File: config.mk
export PLATFORM = sky130hd
export DESIGN_NAME = lc_transition_ctrl
export DESIGN_NICKNAME = d
export VERILOG_FILES = /design/src/rtl/lc_ctrl_pkg.sv /design/src/rtl/lc_trans_timer.sv /design/src/rtl/lc_transition_ctrl.sv
export SDC_FILE = /design/constraint.sdc
export NUM_CORES = 1
export LEC_CHECK = 0
export BUFFER_PORTS_ARGS = -buffer_cell sky130_fd_sc_hd__clkbuf_2
export CAP_MARGIN = 20
export CORE_AREA = 2 2 76 49
export CTS_CLUSTER_SIZE = 8
export DETAILED_ROUTE_END_ITERATION = 7
export DIE_AREA = 0 0 78 51
export HOLD_SLACK_MARGIN = 0.03
export PLACE_DENSITY = 0.68
export SLEW_MARGIN = 20
export SYNTH_ARGS = -nofsm -noshare
export SYNTH_HDL_FRONTEND = slang
export SYNTH_SLANG_ARGS = --single-unit
File: constraint.sdc
create_clock -name clk_i -period 2.3 [get_ports clk_i]
set_input_delay 0.23 -clock clk_i [delete_from_list [all_inputs] [get_ports clk_i]]
set_output_delay 0.23 -clock clk_i [all_outputs]
set_load 0.02 [all_outputs]
File: src/rtl/lc_ctrl_pkg.sv
// Shared types and helpers for the life-cycle transition controller:
// decoded life-cycle state encoding, controller FSM states, error codes
// and the legal-transition rule.
package lc_ctrl_pkg;

    typedef enum logic [4:0] {
        DecLcStRaw           = 5'd0,
        DecLcStTestUnlocked0 = 5'd1,
        DecLcStTestLocked0   = 5'd2,
        DecLcStTestUnlocked1 = 5'd3,
        DecLcStTestLocked1   = 5'd4,
        DecLcStTestUnlocked2 = 5'd5,
        DecLcStTestLocked2   = 5'd6,
        DecLcStTestUnlocked3 = 5'd7,
        DecLcStTestLocked3   = 5'd8,
        DecLcStTestUnlocked4 = 5'd9,
        DecLcStTestLocked4   = 5'd10,
        DecLcStTestUnlocked5 = 5'd11,
        DecLcStTestLocked5   = 5'd12,
        DecLcStTestUnlocked6 = 5'd13,
        DecLcStTestLocked6   = 5'd14,
        DecLcStTestUnlocked7 = 5'd15,
        DecLcStDev           = 5'd16,
        DecLcStProd          = 5'd17,
        DecLcStProdEnd       = 5'd18,
        DecLcStRma           = 5'd19,
        DecLcStScrap         = 5'd20,
        DecLcStPostTrans     = 5'd21,
        DecLcStEscalate      = 5'd22,
        DecLcStInvalid       = 5'd23
    } dec_lc_state_e;

    typedef enum logic [2:0] {
        StIdle      = 3'd0,
        StCheck     = 3'd1,
        StTokenWait = 3'd2,
        StProgram   = 3'd3,
        StDone      = 3'd4,
        StError     = 3'd5,
        StEscalated = 3'd6
    } lc_fsm_e;

    typedef enum logic [1:0] {
        ErrTimeout  = 2'd0,
        ErrIllegal  = 2'd1,
        ErrTokenBad = 2'd2,
        ErrCntSat   = 2'd3
    } err_code_e;

    // A transition must strictly climb the encoding, never leave or pass
    // Scrap, and never land on Raw.
    function automatic logic lc_trans_legal(input dec_lc_state_e cur,
                                            input dec_lc_state_e tgt);
        return (cur <= DecLcStScrap) && (tgt <= DecLcStScrap) &&
               (tgt > cur) && (tgt != DecLcStRaw);
    endfunction

endpackage

File: src/rtl/lc_trans_timer.sv
// Loadable down-counter with a zero flag. Load has priority over decrement
// and the count never wraps below zero.
module lc_trans_timer #(
    parameter int W = 4
) (
    input  logic         clk_i,
    input  logic         rst_i,
    input  logic         load_i,
    input  logic [W-1:0] load_val_i,
    input  logic         dec_i,
    output logic         zero_o
);

    logic [W-1:0] cnt_r;

    // Count register: load, else decrement while non-zero.
    always_ff @(posedge clk_i) begin
        if (rst_i) begin
            cnt_r <= {W{1'b0}};
        end else if (load_i) begin
            cnt_r <= load_val_i;
        end else if (dec_i && (cnt_r != {W{1'b0}})) begin
            cnt_r <= cnt_r - W'(1);
        end
    end

    assign zero_o = (cnt_r == {W{1'b0}});

endmodule

File: src/rtl/lc_transition_ctrl.sv
// Life-cycle transition controller: accepts one request at a time, checks
// legality, waits for the token verdict, runs a fixed programming phase and
// commits the new state. Escalation forces a terminal Escalate state.
// Optional build macro LC_TRANS_CNT_EN adds a saturating transition counter
// (trans_cnt_o) that blocks further transitions once MAX_TRANS is reached.
module lc_transition_ctrl
    import lc_ctrl_pkg::*;
#(
    parameter int PROG_CYCLES   = 4,
    parameter int TOKEN_TIMEOUT = 16,
    parameter int MAX_TRANS     = 24
) (
    input  logic       clk_i,
    input  logic       rst_i,
    input  logic       req_valid_i,
    output logic       req_ready_o,
    input  logic [4:0] req_target_i,
    input  logic       token_valid_i,
    input  logic       token_ok_i,
    input  logic       esc_i,
    output logic [4:0] lc_state_o,
    output logic       busy_o,
    output logic       done_o,
    output logic       err_o,
    output logic [1:0] err_code_o
`ifdef LC_TRANS_CNT_EN
    ,
    output logic [$clog2(MAX_TRANS+1)-1:0] trans_cnt_o
`endif
);

    localparam int TOK_W  = $clog2(TOKEN_TIMEOUT + 1);
    localparam int PROG_W = $clog2(PROG_CYCLES + 1);

    lc_fsm_e       state_r;
    dec_lc_state_e lc_state_r;
    dec_lc_state_e target_r;
    logic          req_ready_r;
    logic          busy_r;
    logic          done_r;
    logic          err_r;
    err_code_e     err_code_r;

    logic tok_load_s, tok_dec_s, tok_zero_s;
    logic prog_load_s, prog_dec_s, prog_zero_s;
    logic cnt_sat_s;

    // The token timer is armed in CHECK so it holds TOKEN_TIMEOUT-1 on the
    // first TOKEN_WAIT cycle; zero then marks the last waiting cycle.
    assign tok_load_s  = (state_r == StCheck);
    assign tok_dec_s   = (state_r == StTokenWait);
    // The programming counter is re-armed every TOKEN_WAIT cycle so it holds
    // PROG_CYCLES-1 on the first PROGRAM cycle.
    assign prog_load_s = (state_r == StTokenWait);
    assign prog_dec_s  = (state_r == StProgram);

    lc_trans_timer #(.W(TOK_W)) u_tok_timer (
        .clk_i      (clk_i),
        .rst_i      (rst_i),
        .load_i     (tok_load_s),
        .load_val_i (TOK_W'(TOKEN_TIMEOUT - 1)),
        .dec_i      (tok_dec_s),
        .zero_o     (tok_zero_s)
    );

    lc_trans_timer #(.W(PROG_W)) u_prog_timer (
        .clk_i      (clk_i),
        .rst_i      (rst_i),
        .load_i     (prog_load_s),
        .load_val_i (PROG_W'(PROG_CYCLES - 1)),
        .dec_i      (prog_dec_s),
        .zero_o     (prog_zero_s)
    );

`ifdef LC_TRANS_CNT_EN
    localparam int CNT_W = $clog2(MAX_TRANS + 1);
    logic [CNT_W-1:0] trans_cnt_r;

    // Saturating count of committed transitions; an escalated commit is dropped.
    always_ff @(posedge clk_i) begin
        if (rst_i) begin
            trans_cnt_r <= {CNT_W{1'b0}};
        end else if (!esc_i && (state_r == StDone) &&
                     (trans_cnt_r != CNT_W'(MAX_TRANS))) begin
            trans_cnt_r <= trans_cnt_r + CNT_W'(1);
        end
    end

    assign cnt_sat_s   = (trans_cnt_r == CNT_W'(MAX_TRANS));
    assign trans_cnt_o = trans_cnt_r;
`else
    assign cnt_sat_s = 1'b0;
`endif

    // Main sequencer: state, committed life-cycle state and all registered outputs.
    always_ff @(posedge clk_i) begin
        if (rst_i) begin
            state_r     <= StIdle;
            lc_state_r  <= DecLcStRaw;
            target_r    <= DecLcStRaw;
            req_ready_r <= 1'b1;
            busy_r      <= 1'b0;
            done_r      <= 1'b0;
            err_r       <= 1'b0;
            err_code_r  <= ErrTimeout;
        end else if (esc_i) begin
            state_r     <= StEscalated;
            lc_state_r  <= DecLcStEscalate;
            req_ready_r <= 1'b0;
            busy_r      <= 1'b0;
            done_r      <= 1'b0;
            err_r       <= 1'b0;
            err_code_r  <= ErrTimeout;
        end else begin
            done_r     <= 1'b0;
            err_r      <= 1'b0;
            err_code_r <= ErrTimeout;
            case (state_r)
                StIdle: begin
                    if (req_valid_i) begin
                        state_r     <= StCheck;
                        target_r    <= dec_lc_state_e'(req_target_i);
                        req_ready_r <= 1'b0;
                        busy_r      <= 1'b1;
                    end
                end
                StCheck: begin
                    if (cnt_sat_s) begin
                        state_r    <= StError;
                        err_r      <= 1'b1;
                        err_code_r <= ErrCntSat;
                        busy_r     <= 1'b0;
                    end else if (lc_trans_legal(lc_state_r, target_r)) begin
                        state_r <= StTokenWait;
                    end else begin
                        state_r    <= StError;
                        err_r      <= 1'b1;
                        err_code_r <= ErrIllegal;
                        busy_r     <= 1'b0;
                    end
                end
                StTokenWait: begin
                    if (token_valid_i && token_ok_i) begin
                        state_r <= StProgram;
                    end else if (token_valid_i) begin
                        state_r    <= StError;
                        err_r      <= 1'b1;
                        err_code_r <= ErrTokenBad;
                        busy_r     <= 1'b0;
                    end else if (tok_zero_s) begin
                        state_r    <= StError;
                        err_r      <= 1'b1;
                        err_code_r <= ErrTimeout;
                        busy_r     <= 1'b0;
                    end
                end
                StProgram: begin
                    if (prog_zero_s) begin
                        state_r <= StDone;
                        done_r  <= 1'b1;
                    end
                end
                StDone: begin
                    lc_state_r  <= target_r;
                    state_r     <= StIdle;
                    busy_r      <= 1'b0;
                    req_ready_r <= 1'b1;
                end
                StError: begin
                    state_r     <= StIdle;
                    req_ready_r <= 1'b1;
                end
                StEscalated: begin
                    state_r     <= StEscalated;
                    req_ready_r <= 1'b0;
                    busy_r      <= 1'b0;
                end
                default: begin
                    state_r     <= StIdle;
                    req_ready_r <= 1'b1;
                    busy_r      <= 1'b0;
                end
            endcase
        end
    end

    assign req_ready_o = req_ready_r;
    assign lc_state_o  = lc_state_r;
    assign busy_o      = busy_r;
    assign done_o      = done_r;
    assign err_o       = err_r;
    assign err_code_o  = err_code_r;

endmodule
==> Word level (Yosys, flattened, before mapping) <==
Index checks and enable logic that the tools add are counted.
{ "word_totals": {"word_cells": 97, "in_bits": 11, "out_inout_bits": 11, "register_bits": 27} }
{ "op_classes": {"n_lt_le_gt_ge": 3, "n_reduce_logical": 26, "mux": 33, "add_sub_neg": 2, "n_eq_ne": 16, "n_bitwise": 3} }
{ "op_table": {"columns": ["op", "n"], "rows": [
  ["3-bit 2-to-1 mux", 7],
  ["3-bit case mux with 5 select lines", 1],
  ["1-bit 2-to-1 mux", 13],
  ["5-bit <= comparator (second input constant)", 2],
  ["5-bit 2-to-1 mux", 2],
  ["5-bit nonzero test", 2],
  ["3-bit == test (second input constant)", 3],
  ["3-bit != test (second input constant)", 3],
  ["3-bit AND reduction", 3],
  ["2-bit 2-to-1 mux", 4],
  ["4-bit 2-to-1 mux", 2],
  ["2-bit != test (second input constant)", 4],
  ["2-bit OR reduction", 4],
  ["3-bit by 2-bit == test with 1-bit output (second input constant)", 2],
  ["1-bit logical AND", 6],
  ["3-bit zero test", 2],
  ["2-bit nonzero test", 3],
  ["3-bit OR reduction", 2],
  ["5-bit > comparator", 1],
  ["5-bit zero test", 1],
  ["5-bit != test (second input constant)", 1],
  ["5-bit AND reduction", 1],
  ["5-bit by 1-bit subtractor with 5-bit output (second input constant)", 1],
  ["4-bit != test (second input constant)", 1],
  ["10 further kinds", 12]
]} }

==> Logic depth before layout (Yosys ltp) <==
Gate-level depths: netlist of run 1.
{ "depth": {"depth_word": 7, "ltp_mapped": 8, "mapped_depth_nobuf": 8} }

==> Modules after synthesis <==
From an unflattened synthesis of run 1, not the netlist that was laid out.
{ "unflattened": {"hier_cells": 184, "hier_area_um2": 1550.2} }
{ "modules_own_cells": {"columns": ["mod", "area_per_inst_um2", "cells_per_inst", "n_inst", "seq_area_each_um2"], "rows": [
  ["lc_transition_ctrl", 1041.0, 126, 1, 380.4],
  ["lc_trans_timer at u_tok_timer", 326.6, 37, 1, 100.1],
  ["lc_trans_timer at u_prog_timer", 182.7, 21, 1, 60.1]
]} }

==> Worst setup path after synthesis of run 1 <==
Ideal clock, no wire load.
{ "synth_timing": {"kind": "flip-flop to flip-flop", "start": "register lc_state_r[3] (netlist: lc_state_o[3])", "end": "register busy_r (netlist: busy_o)", "arrival_ns": 1.662, "setup_time_ns": 0.118, "required_ns": 2.182, "stages_incl_launch_ff": 9, "n_path_buf": 1, "setup_slack_ns": 0.521, "period_less_slack_ns": 1.779, "path_cell_list": "dfxtp_1 > inv_1 > ha_1 > a21o_1 > a21oi_1 > o21ai_0 > and3_4 > buf_6 > o2111a_1"} }
{ "synth_between": {"elab_chain_cells": 6, "elab_cells_between_ends": 7, "cone_classes": "order compare: 2; eq/ne: 1; reduce/logical: 4"} }
{ "synth_lines": {"columns": ["element", "line_no", "source"], "rows": [
  ["start, declared", "lc_transition_ctrl.sv:36", "dec_lc_state_e lc_state_r;"],
  ["start signal, assigned", "lc_transition_ctrl.sv:99", "lc_state_r <= DecLcStRaw;"],
  ["start signal, assigned", "lc_transition_ctrl.sv:108", "lc_state_r <= DecLcStEscalate;"],
  ["start signal, assigned", "lc_transition_ctrl.sv:164", "lc_state_r <= target_r;"],
  ["5-bit <= comparator", "lc_ctrl_pkg.sv:54", "return (cur <= DecLcStScrap) && (tgt <= DecLcStScrap) &&"],
  ["1-bit logical AND", "lc_ctrl_pkg.sv:54", null],
  ["1-bit logical AND *", "lc_ctrl_pkg.sv:54", null],
  ["1-bit logical AND *", "lc_ctrl_pkg.sv:55", "(tgt > cur) && (tgt != DecLcStRaw);"],
  ["2-bit != test (no source line) *", null, null],
  ["5-bit AND reduction (no source line) *", null, null],
  ["end signal, assigned", "lc_transition_ctrl.sv:102", "busy_r <= 1'b0;"],
  ["end signal, assigned", "lc_transition_ctrl.sv:110", "busy_r <= 1'b0;"],
  ["end signal, assigned", "lc_transition_ctrl.sv:124", "busy_r <= 1'b1;"],
  ["end, declared", "lc_transition_ctrl.sv:39", "logic busy_r;"]
]} }
Every way passes the cells marked *; elsewhere a longest branch is shown, timed or not.
A chain may end at the register's enable or synchronous reset.

==> Worst setup path in the final report of run 1 <==
{ "layout_timing": {"start": "register u_prog_timer.cnt_r[0]", "end": "register u_prog_timer.cnt_r[2]"} }
{ "layout_between": {"elab_chain_cells": 2, "elab_cells_between_ends": 3, "cone_classes": "add/sub: 1; reduce/logical: 2"} }
{ "layout_lines": {"columns": ["element", "line_no", "source"], "rows": [
  ["start, declared", "lc_trans_timer.sv:14", "logic [W-1:0] cnt_r;"],
  ["start signal, assigned", "lc_trans_timer.sv:19", "cnt_r <= {W{1'b0}};"],
  ["start signal, assigned", "lc_trans_timer.sv:21", "cnt_r <= load_val_i;"],
  ["start signal, assigned", "lc_trans_timer.sv:23", "cnt_r <= cnt_r - W'(1);"],
  ["branches (longest 2 deep; another with 3-bit by 1-bit subtractor with 3-bit output)", null, null]
]} }
Several ways; the timed one is not identified.

==> results of run 1 <==
synth_stat cells, drive strengths merged (2+ instances only):
master,count
o31ai,2
a221oi,2
nand3b,3
nand2b,3
xnor2,2
a21oi,12
mux2i,6
xor2,2
a31oi,3
clkbuf,8
inv,12
or2,2
o21ai,6
dfxtp,27
nand3,3
and2,2
a21o,2
nor3b,2
buf,2
nor2,24
ha,8
nor2b,3
nand2,10
a211oi,6
nor3,4
metrics by stage:
stage / hold WS, ns / worst slack, ns / std cells / utilization
floorplan: 0.374 / 0.521 / 167 / -
global placement: 0.462 / 0.447 / 226 / 0.449
detailed placement: 0.458 / 0.248 / 226 / 0.449
CTS: 0.183 / 0.224 / 230 / 0.463
global route: 0.203 / 0.176 / 230 / 0.464
finish: 0.184 / 0.422 / 230 / 0.464
final timing paths:
check                               end
hold / removal              target_r[1]
setup reg to reg  u_prog_timer.cnt_r[2]
setup / recovery  u_prog_timer.cnt_r[2]
hold reg to reg    u_tok_timer.cnt_r[4]
logic make-up after synthesis:
logic type               count (synthesis)  share of synthesized area
AO/OA/AOI/OAI                           39                      0.193
AND/OR/NAND/NOR                         61                      0.218
XOR/XNOR                                 4                     0.0250
multiplexers                             6                     0.0428
buffers and inverters                   22                     0.0651
adder cells (fa/ha/maj)                  8                     0.0713
flip-flops                              27                      0.385
flip-flops by register name, indices dropped and copies added, names as in the netlist:
register,flops
done_o,1
state_r,3
target_r,5
busy_o,1
err_code_o,2
err_o,1
lc_state_o,5
u_prog_timer.cnt_r,3
req_ready_o,1
u_tok_timer.cnt_r,5
layer usage:
layer  up-vias  wire [um]  global-route usage
li1        615          -                   -
met1       530       1620               0.245
met2        30       1140               0.234
met3         2        124              0.0318
met4         0         14              0.0263
met5         -          0                   0
cell type report:
type	count	area, um2
clock buffers	3	41.3
flip-flops and latches	27	541
clock inverters	1	5.00
fillers	331	1820
multi-input cells	118	777
well taps	47	58.8
inverters	12	45.0
repair buffers	22	113
worst register-to-register path: stages (launching register included):
cell	delay (ns)
dfxtp_1	0.35
inv_1	0.05
ha_1	0.19
ha_1	0.21
nand2b_1	0.17
nor3b_2	0.37
nor2_1	0.07
a2111oi_0	0.36
where the power goes:
part / switching (uW) / internal, uW
Clock: 146 / 121
Sequential: 43.0 / 503
Combinational: 137 / 110
Total: 326 / 735
==> results.json, run 1 <==
{
  "irDropWorstVdd_uv": 235,
  "min_path_cells": 3,
  "cts_tree": "done",
  "portBuffers": 21,
  "final_area_um2": 1580,
  "setup_tns_ns": 0,
  "root_buffer": "clkbuf_8",
  "period_minus_slack_ns": 1.88,
  "holdBufCountCts": 0,
  "crit_top_cell": "ha_1",
  "cts_buffers": 3,
  "grt_use_total": 0.160,
  "crit_family": "simple AND/OR/NAND/NOR gates",
  "finalHoldViolCount": 0,
  "post-synth-top-area-cell": "dfxtp_1",
  "slowest_delay_ns": 0.37,
  "mappedNetlistArea_um2": 1400,
  "drive_above_1_share": 0.180,
  "path_clk_slew_ns": 0.09,
  "ff2ff_path_depth": 7,
  "crit_fanout": 4,
  "num-nets-final": 203,
  "async_reset_ff_frac": 0,
  "synth-seq-cells": 27,
  "layout_commonest_cell": "dfxtp_1",
  "status": "finished, final reports clean",
  "crit_cells": 7,
  "hpwlAfterDp_um": 2080,
  "fp.dieW_um": 78,
  "syn-instance-count": 167,
  "slew_headroom": 0.698,
  "cts-htree-levels": 1,
  "power_uw": 1060,
  "max_freq_mhz": 532,
  "synth_edf_count": 0,
  "setup_violations": 0,
  "finalMaxSlewViolations": 0,
  "synth_warnings": 0,
  "synth_ff_type": "dfxtp_1",
  "overflow": 0,
  "criticalPathCategory": "reg2reg",
  "drt_wl_total_um": 2890,
  "grt_pass1_wl_um": 5060,
  "numClockSinks": 27,
  "diodes": 0,
  "gp_congestion": 0.864,
  "clk_latency_ns": 0.27,
  "drv_cap": 0,
  "yosys-top-cells-area": "dfxtp_1 39%, ha_1 7.1%, nor2_1 6.4%, a21oi_1 4.3%, mux2i_1 4.3%",
  "avgViaCountPerCell": 5.12,
  "layout_common_cells": "27 x dfxtp_1, 24 x nor2_1, 21 x clkbuf_2, 12 x inv_1, 12 x a21oi_1",
  "rsz0062_at_grt": "no",
  "tightest_slew_ns": 0.454,
  "dieArea_um2": 3980,
  "syn-num-nets": 186,
  "drt_iter0_drc": 74,
  "synth.distinct_cells": 39,
  "coreArea_um2": 3400,
  "hold_start": "req_target_i[1]",
  "grt_start_max_net_pins": 23,
  "crit_buf_inv": 1,
  "worstPathCellList": "inv_1 -> ha_1 -> ha_1 -> nand2b_1 -> nor3b_2 -> nor2_1 -> a2111oi_0",
  "ios": 22,
  "ys_seq_area_frac": 0.385,
  "p_per_area_nw_per_um2": 671,
  "regToRegSetupSlack_ns": 0.42,
  "cp-start-kind": "register",
  "startpoint": "u_prog_timer.cnt_r[0]",
  "post_drt_wl_per_cell_um": 12.6,
  "post_dp_cell_area_um2": 1530,
  "drc": 0,
  "post_cts_buffers": 0,
  "antenna_found_initial": 0,
  "leakage_uw": 0.000679,
  "slowest_stage": "nor3b_2",
  "start_util": 0.412,
  "required_ns": 2.46,
  "fin_crit_sh": 0.817,
  "ctsResizeCount": 0,
  "avgSynthCellArea_um2": 8.41,
  "grt_pass1_vias": 1087,
  "synth_top_area_share": 0.385,
  "regToRegStartpoint": "u_prog_timer.cnt_r[0]",
  "ant_nets": 0,
  "worst_setup_path_end_kind": "register",
  "vias": 1177,
  "area_growth_pct": 12.6,
  "fin_skew_ns": 0.00391,
  "drtPass1Iterations": 4,
  "std_cell_rows": 17,
  "hold_class": "in2reg",
  "die_y_um": 51,
  "crit_arrival_ns": 2.04,
  "ctsLongestPathBuffers": 2
}
Power figures use the tool's default switching activity.
==> run 2: changes to the inputs <==
--- a/config.mk
+++ b/config.mk
@@ -12,7 +12,7 @@
 export DETAILED_ROUTE_END_ITERATION = 7
 export DIE_AREA = 0 0 78 51
 export HOLD_SLACK_MARGIN = 0.03
-export PLACE_DENSITY = 0.68
+export PLACE_DENSITY = 0.71
 export SLEW_MARGIN = 20
 export SYNTH_ARGS = -nofsm -noshare
 export SYNTH_HDL_FRONTEND = slang
==> constraint.sdc (replaced) <==
create_clock -name clk_i -period 1.7 [get_ports clk_i]
set_input_delay 0.17 -clock clk_i [delete_from_list [all_inputs] [get_ports clk_i]]
set_output_delay 0.17 -clock clk_i [all_outputs]
set_load 0.02 [all_outputs]
==> run 2 against run 1 <==
Against the previous run: first-iteration DRC count decreased by 23%; clock skew increased by 0.0038 ns; sequential share of layout area decreased by 3.3 points; sequential power increased by 36%; clock power increased by 43%; highest routed layer unchanged.
==> results.json, run 2 (synthesis results as in run 1) <==
{
  "period_minus_slack_ns": 1.69,
  "post_drt_wl_per_cell_um": 14.2,
  "fp.dieW_um": 78,
  "drtPass1Iterations": 6,
  "area_growth_pct": 26.3,
  "start_util": 0.412,
  "crit_buf_inv": 1,
  "finalHoldViolCount": 0,
  "startpoint": "u_tok_timer.cnt_r[1]",
  "avgViaCountPerCell": 5.26,
  "pwr-share-seq": 0.467,
  "ios": 22,
  "cp-start-kind": "register",
  "worst_setup_path_end_kind": "register",
  "clock_power_share": 0.241,
  "crit_family": "compound AO/OA/AOI/OAI gates",
  "regToRegStartpoint": "u_tok_timer.cnt_r[1]",
  "crit_fanout": 3,
  "drc": 0,
  "overflow": 0,
  "status": "finished, final reports clean",
  "portBuffers": 21,
  "setup_tns_ns": 0,
  "numClockSinks": 27,
  "power.share.combinational": 0.292,
  "fin_skew_ns": 0.00773,
  "vias": 1277,
  "p_per_area_nw_per_um2": 894,
  "cts_buffers": 3,
  "crit_arrival_ns": 1.89,
  "layout_commonest_cell": "nor2_1",
  "slew_headroom": 0.699,
  "holdBufCountCts": 0,
  "path_clk_slew_ns": 0.10,
  "grt_use_total": 0.177,
  "cts-htree-levels": 1,
  "layout_common_cells": "24 x nor2_1, 21 x dfxtp_1, 21 x clkbuf_2, 13 x buf_4, 11 x a21oi_1",
  "fin_crit_sh": 0.994,
  "drt_wl_total_um": 3450,
  "drv_cap": 0,
  "hold_class": "in2reg",
  "clk_latency_ns": 0.28,
  "r2r-end": "state_r[0]",
  "setup_violations": 0,
  "internal_power_uw": 1070,
  "irDropWorstVdd_uv": 419,
  "criticalPathCategory": "reg2reg",
  "std_cell_rows": 17,
  "rsz0062_at_grt": "yes",
  "fin_hold_ws_ns": 0.116,
  "cts_tree": "done",
  "dieArea_um2": 3980,
  "root_buffer": "clkbuf_8",
  "finalMaxSlewViolations": 0,
  "die_y_um": 51,
  "grt_pass1_vias": 1136,
  "crit_cells": 6,
  "grt_start_max_net_pins": 16,
  "drt_iter0_drc": 57,
  "ff2ff_path_depth": 6,
  "max_freq_mhz": 592,
  "drive_above_1_share": 0.342,
  "diodes": 0,
  "p_sw_uw": 514,
  "crit_end": "state_r[0]",
  "gp_congestion": 0.889,
  "antenna_found_initial": 0,
  "leakage_uw": 0.000765,
  "tightest_slew_ns": 0.450,
  "worstPathCellList": "inv_2 -> ha_4 -> or4b_4 -> a31oi_4 -> a21oi_2 -> a311oi_2",
  "coreArea_um2": 3400,
  "slowest_stage": "or4b_4",
  "fillers": 341,
  "slowest_delay_ns": 0.50,
  "regToRegSetupSlack_ns": 0.01,
  "final_util": 0.521,
  "hpwlAfterDp_um": 2430,
  "grt_pass1_wl_um": 5500,
  "required_ns": 1.90,
  "hold_start": "req_target_i[1]",
  "ant_nets": 0,
  "num-nets-final": 216,
  "switching_share": 0.324,
  "post_cts_buffers": 0,
  "ctsLongestPathBuffers": 2
}
run 2: cell types whose count changed in the layout (fill, tap and decap cells not counted), sizes merged:
cell | before | now
buf | 1 | 14
clkbuf | 24 | 25
clkinv | 1 | 0
run 2: final cells by class:
cell class                 instances  area (um2)  share of cell area
sequential                        27         548               0.309
multi-input combinational        118         862               0.486
clock buffer                       4        45.0              0.0254
inverter                          12        45.0              0.0254
tap                               47        58.8              0.0332
timing repair buffer              35         214               0.121
run 2: what timing repair did:
action | in CTS | in global routing
endpoints found under the setup margin | 5 | 10
pin swaps | 2 | 10
hold endpoints to repair | 0 | 0
gates resized for setup | 3 | 24
run 2: per-stage QoR:
step	setup slack [ns]	power (uW)	std cells	instance area (um2)
after global placement	-0.0561	1120	239	1630
after floorplan	-0.000766	1010	167	1410
final	0.0107	1580	243	1770
after detailed placement	-0.0771	1120	239	1630
after global routing	-0.0359	1670	243	1770
after CTS	0.00582	1520	243	1690
run 2: worst min-delay path, stage by stage:
cell      delay, ns
clkbuf_2       0.07
mux2i_1        0.05
nor2_1         0.07
run 2: power by group through the flow:
stage | combinational [uW] | clock, uW | sequential, uW
2_1_floorplan | 268 | 0 | 739
3_3_place_gp | 382 | 0 | 741
3_5_place_dp | 384 | 0 | 741
4_1_cts | 403 | 388 | 729
5_1_grt | 509 | 417 | 748
6_report | 463 | 382 | 740
run 2: worst min path at each step:
stage | end | cells past startpoint
final | target_r[1] | 3
after global routing | target_r[0] | 3
after CTS | target_r[1] | 3
after detailed placement | target_r[1] | 3
after global placement | target_r[0] | 3
after floorplan | target_r[0] | 2
run 2: metal layers:
metal | vias up | routed length, um | share of wire | track usage
li1 | 645 | - | - | -
met1 | 590 | 1820 | 0.53 | 0.267
met2 | 37 | 1390 | 0.40 | 0.244
met3 | 5 | 193 | 0.056 | 0.0371
met4 | 0 | 46 | 0.013 | 0.0673
met5 | - | 0 | 0 | 0
==> run 3: changes to the inputs <==
--- a/config.mk
+++ b/config.mk
@@ -12,6 +12,7 @@
 export DETAILED_ROUTE_END_ITERATION = 7
 export DIE_AREA = 0 0 78 51
 export HOLD_SLACK_MARGIN = 0.03
+export MAX_ROUTING_LAYER = met4
 export PLACE_DENSITY = 0.71
 export SLEW_MARGIN = 20
 export SYNTH_ARGS = -nofsm -noshare
==> run 3 against run 2 <==
Against the previous run: worst setup slack gained 0.0043 ns; flip-flop and latch count is the same; power shrank 0.14%; largest power group unchanged; clock power about the same; routed wire length shrank 1.3%; non-clock buffer count stayed put; die area did not move; maximum frequency increased by 0.26%; core utilization did not move; final cell count did not move; critical path depth stayed put; highest routed layer unchanged; via count is 0.78% lower.
==> results.json, run 3 (synthesis results as in run 1) <==
{
  "r2r-end": "state_r[1]",
  "hpwlAfterDp_um": 2430,
  "setup_ws_ns": 0.0150,
  "ant_nets": 0,
  "start_util": 0.412,
  "numClockSinks": 27,
  "holdBufCountCts": 0,
  "rsz0062_at_grt": "yes",
  "leakage_uw": 0.000765,
  "status": "finished, final reports clean",
  "criticalPathCategory": "reg2reg",
  "period_minus_slack_ns": 1.68,
  "fin_crit_sh": 0.991,
  "placed_cells": 239,
  "setup_tns_ns": 0,
  "die_y_um": 51,
  "regToRegSetupSlack_ns": 0.02,
  "hold_class": "in2reg",
  "area_growth_pct": 26.3,
  "tightest_slew_ns": 0.450,
  "dieArea_um2": 3980,
  "ios": 22,
  "crit_arrival_ns": 1.86,
  "drtPass1Iterations": 4,
  "max_freq_mhz": 593,
  "drc": 0,
  "slowest_delay_ns": 0.50,
  "min_path_cells": 3,
  "ff2ff_path_depth": 6,
  "overflow": 0,
  "setup_violations": 0,
  "grt_start_max_net_pins": 16,
  "std_cell_rows": 17,
  "drt_iter0_drc": 50,
  "hold_end": "target_r[1]",
  "hold_start": "req_target_i[1]",
  "num-nets-final": 216,
  "fin_skew_ns": 0.00173,
  "worstPathCellList": "inv_2 -> ha_4 -> or4b_4 -> a31oi_4 -> o31ai_2 -> a22o_1",
  "cts_tree": "done",
  "gp_congestion": 0.904,
  "post_drt_wl_per_cell_um": 14.0,
  "clk_latency_ns": 0.28,
  "ctsLongestPathBuffers": 2,
  "finalNonFillerCells": 243,
  "layout_commonest_cell": "nor2_1",
  "layout_common_cells": "24 x nor2_1, 21 x dfxtp_1, 21 x clkbuf_2, 13 x buf_4, 11 x a21oi_1",
  "avgViaCountPerCell": 5.21,
  "vias": 1267,
  "path_clk_slew_ns": 0.09,
  "root_buffer": "clkbuf_8",
  "slew_headroom": 0.700,
  "drv_cap": 0,
  "crit_family": "compound AO/OA/AOI/OAI gates",
  "diodes": 0,
  "irDropWorstVdd_uv": 424,
  "cts-htree-levels": 1,
  "final_util": 0.521,
  "slowest_stage": "or4b_4",
  "antenna_found_initial": 0,
  "cp-start-kind": "register",
  "drt_wl_total_um": 3410,
  "post-place-ws_ns": -0.0771,
  "finalMaxSlewViolations": 0,
  "required_ns": 1.88,
  "grt_pass1_vias": 1132,
  "coreArea_um2": 3400,
  "grt_use_total": 0.182,
  "p_per_area_nw_per_um2": 892,
  "startpoint": "u_tok_timer.cnt_r[1]",
  "fp.dieW_um": 78,
  "grt_pass1_wl_um": 5490,
  "portBuffers": 21,
  "crit_buf_inv": 1,
  "regToRegStartpoint": "u_tok_timer.cnt_r[1]",
  "finalHoldViolCount": 0,
  "cts_buffers": 3,
  "worst_setup_path_end_kind": "register",
  "drive_above_1_share": 0.342,
  "crit_fanout": 3
}
run 3: how the worst max path moves through the flow:
stage / end / cells past startpoint
3_3_place_gp: state_r[2] / 6
5_1_grt: state_r[1] / 6
4_1_cts: state_r[1] / 6
3_5_place_dp: state_r[2] / 6
2_1_floorplan: busy_o / 8
6_report: state_r[1] / 6
run 3: worst register-to-register path, cell delays in order, from the launching register on:
cell,delay [ns]
dfxtp_2,0.34
inv_2,0.06
ha_4,0.14
or4b_4,0.50
a31oi_4,0.24
o31ai_2,0.09
a22o_1,0.21
run 3: timing repair:
action | 4_1_cts | 5_1_grt
endpoints found under the setup margin | 5 | 10
pin swaps | 2 | 10
setup buffers | 0 | 0
gates resized for setup | 3 | 24
run 3: layout make-up:
| cell class | instances | area (um2) |
|---|---|---|
| clock buffer | 4 | 45.0 |
| fill | 341 | 1630 |
| inverter | 12 | 45.0 |
| multi-input combinational | 118 | 862 |
| sequential | 27 | 548 |
| tap | 47 | 58.8 |
| timing repair buffer | 35 | 214 |
run 3: power by group:
part / internal (uW) / switching [uW]
sequential: 684 / 56.0
clock: 169 / 211
combinational: 218 / 245
total: 1070 / 512
run 3: metal layers:
layer / wire length [um] / GRT usage
met1: 1840 / 0.270
met2: 1350 / 0.240
met3: 160 / 0.0371
met4: 61 / 0.0673
met5: 0 / -
run 3: metrics by stage:
stage               instance area [um2]  hold WS [ns]  power, uW
floorplan                          1410         0.314       1010
global placement                   1630         0.402       1120
detailed placement                 1630         0.410       1120
CTS                                1690         0.113       1520
global route                       1770         0.113       1670
finish                             1770         0.114       1580
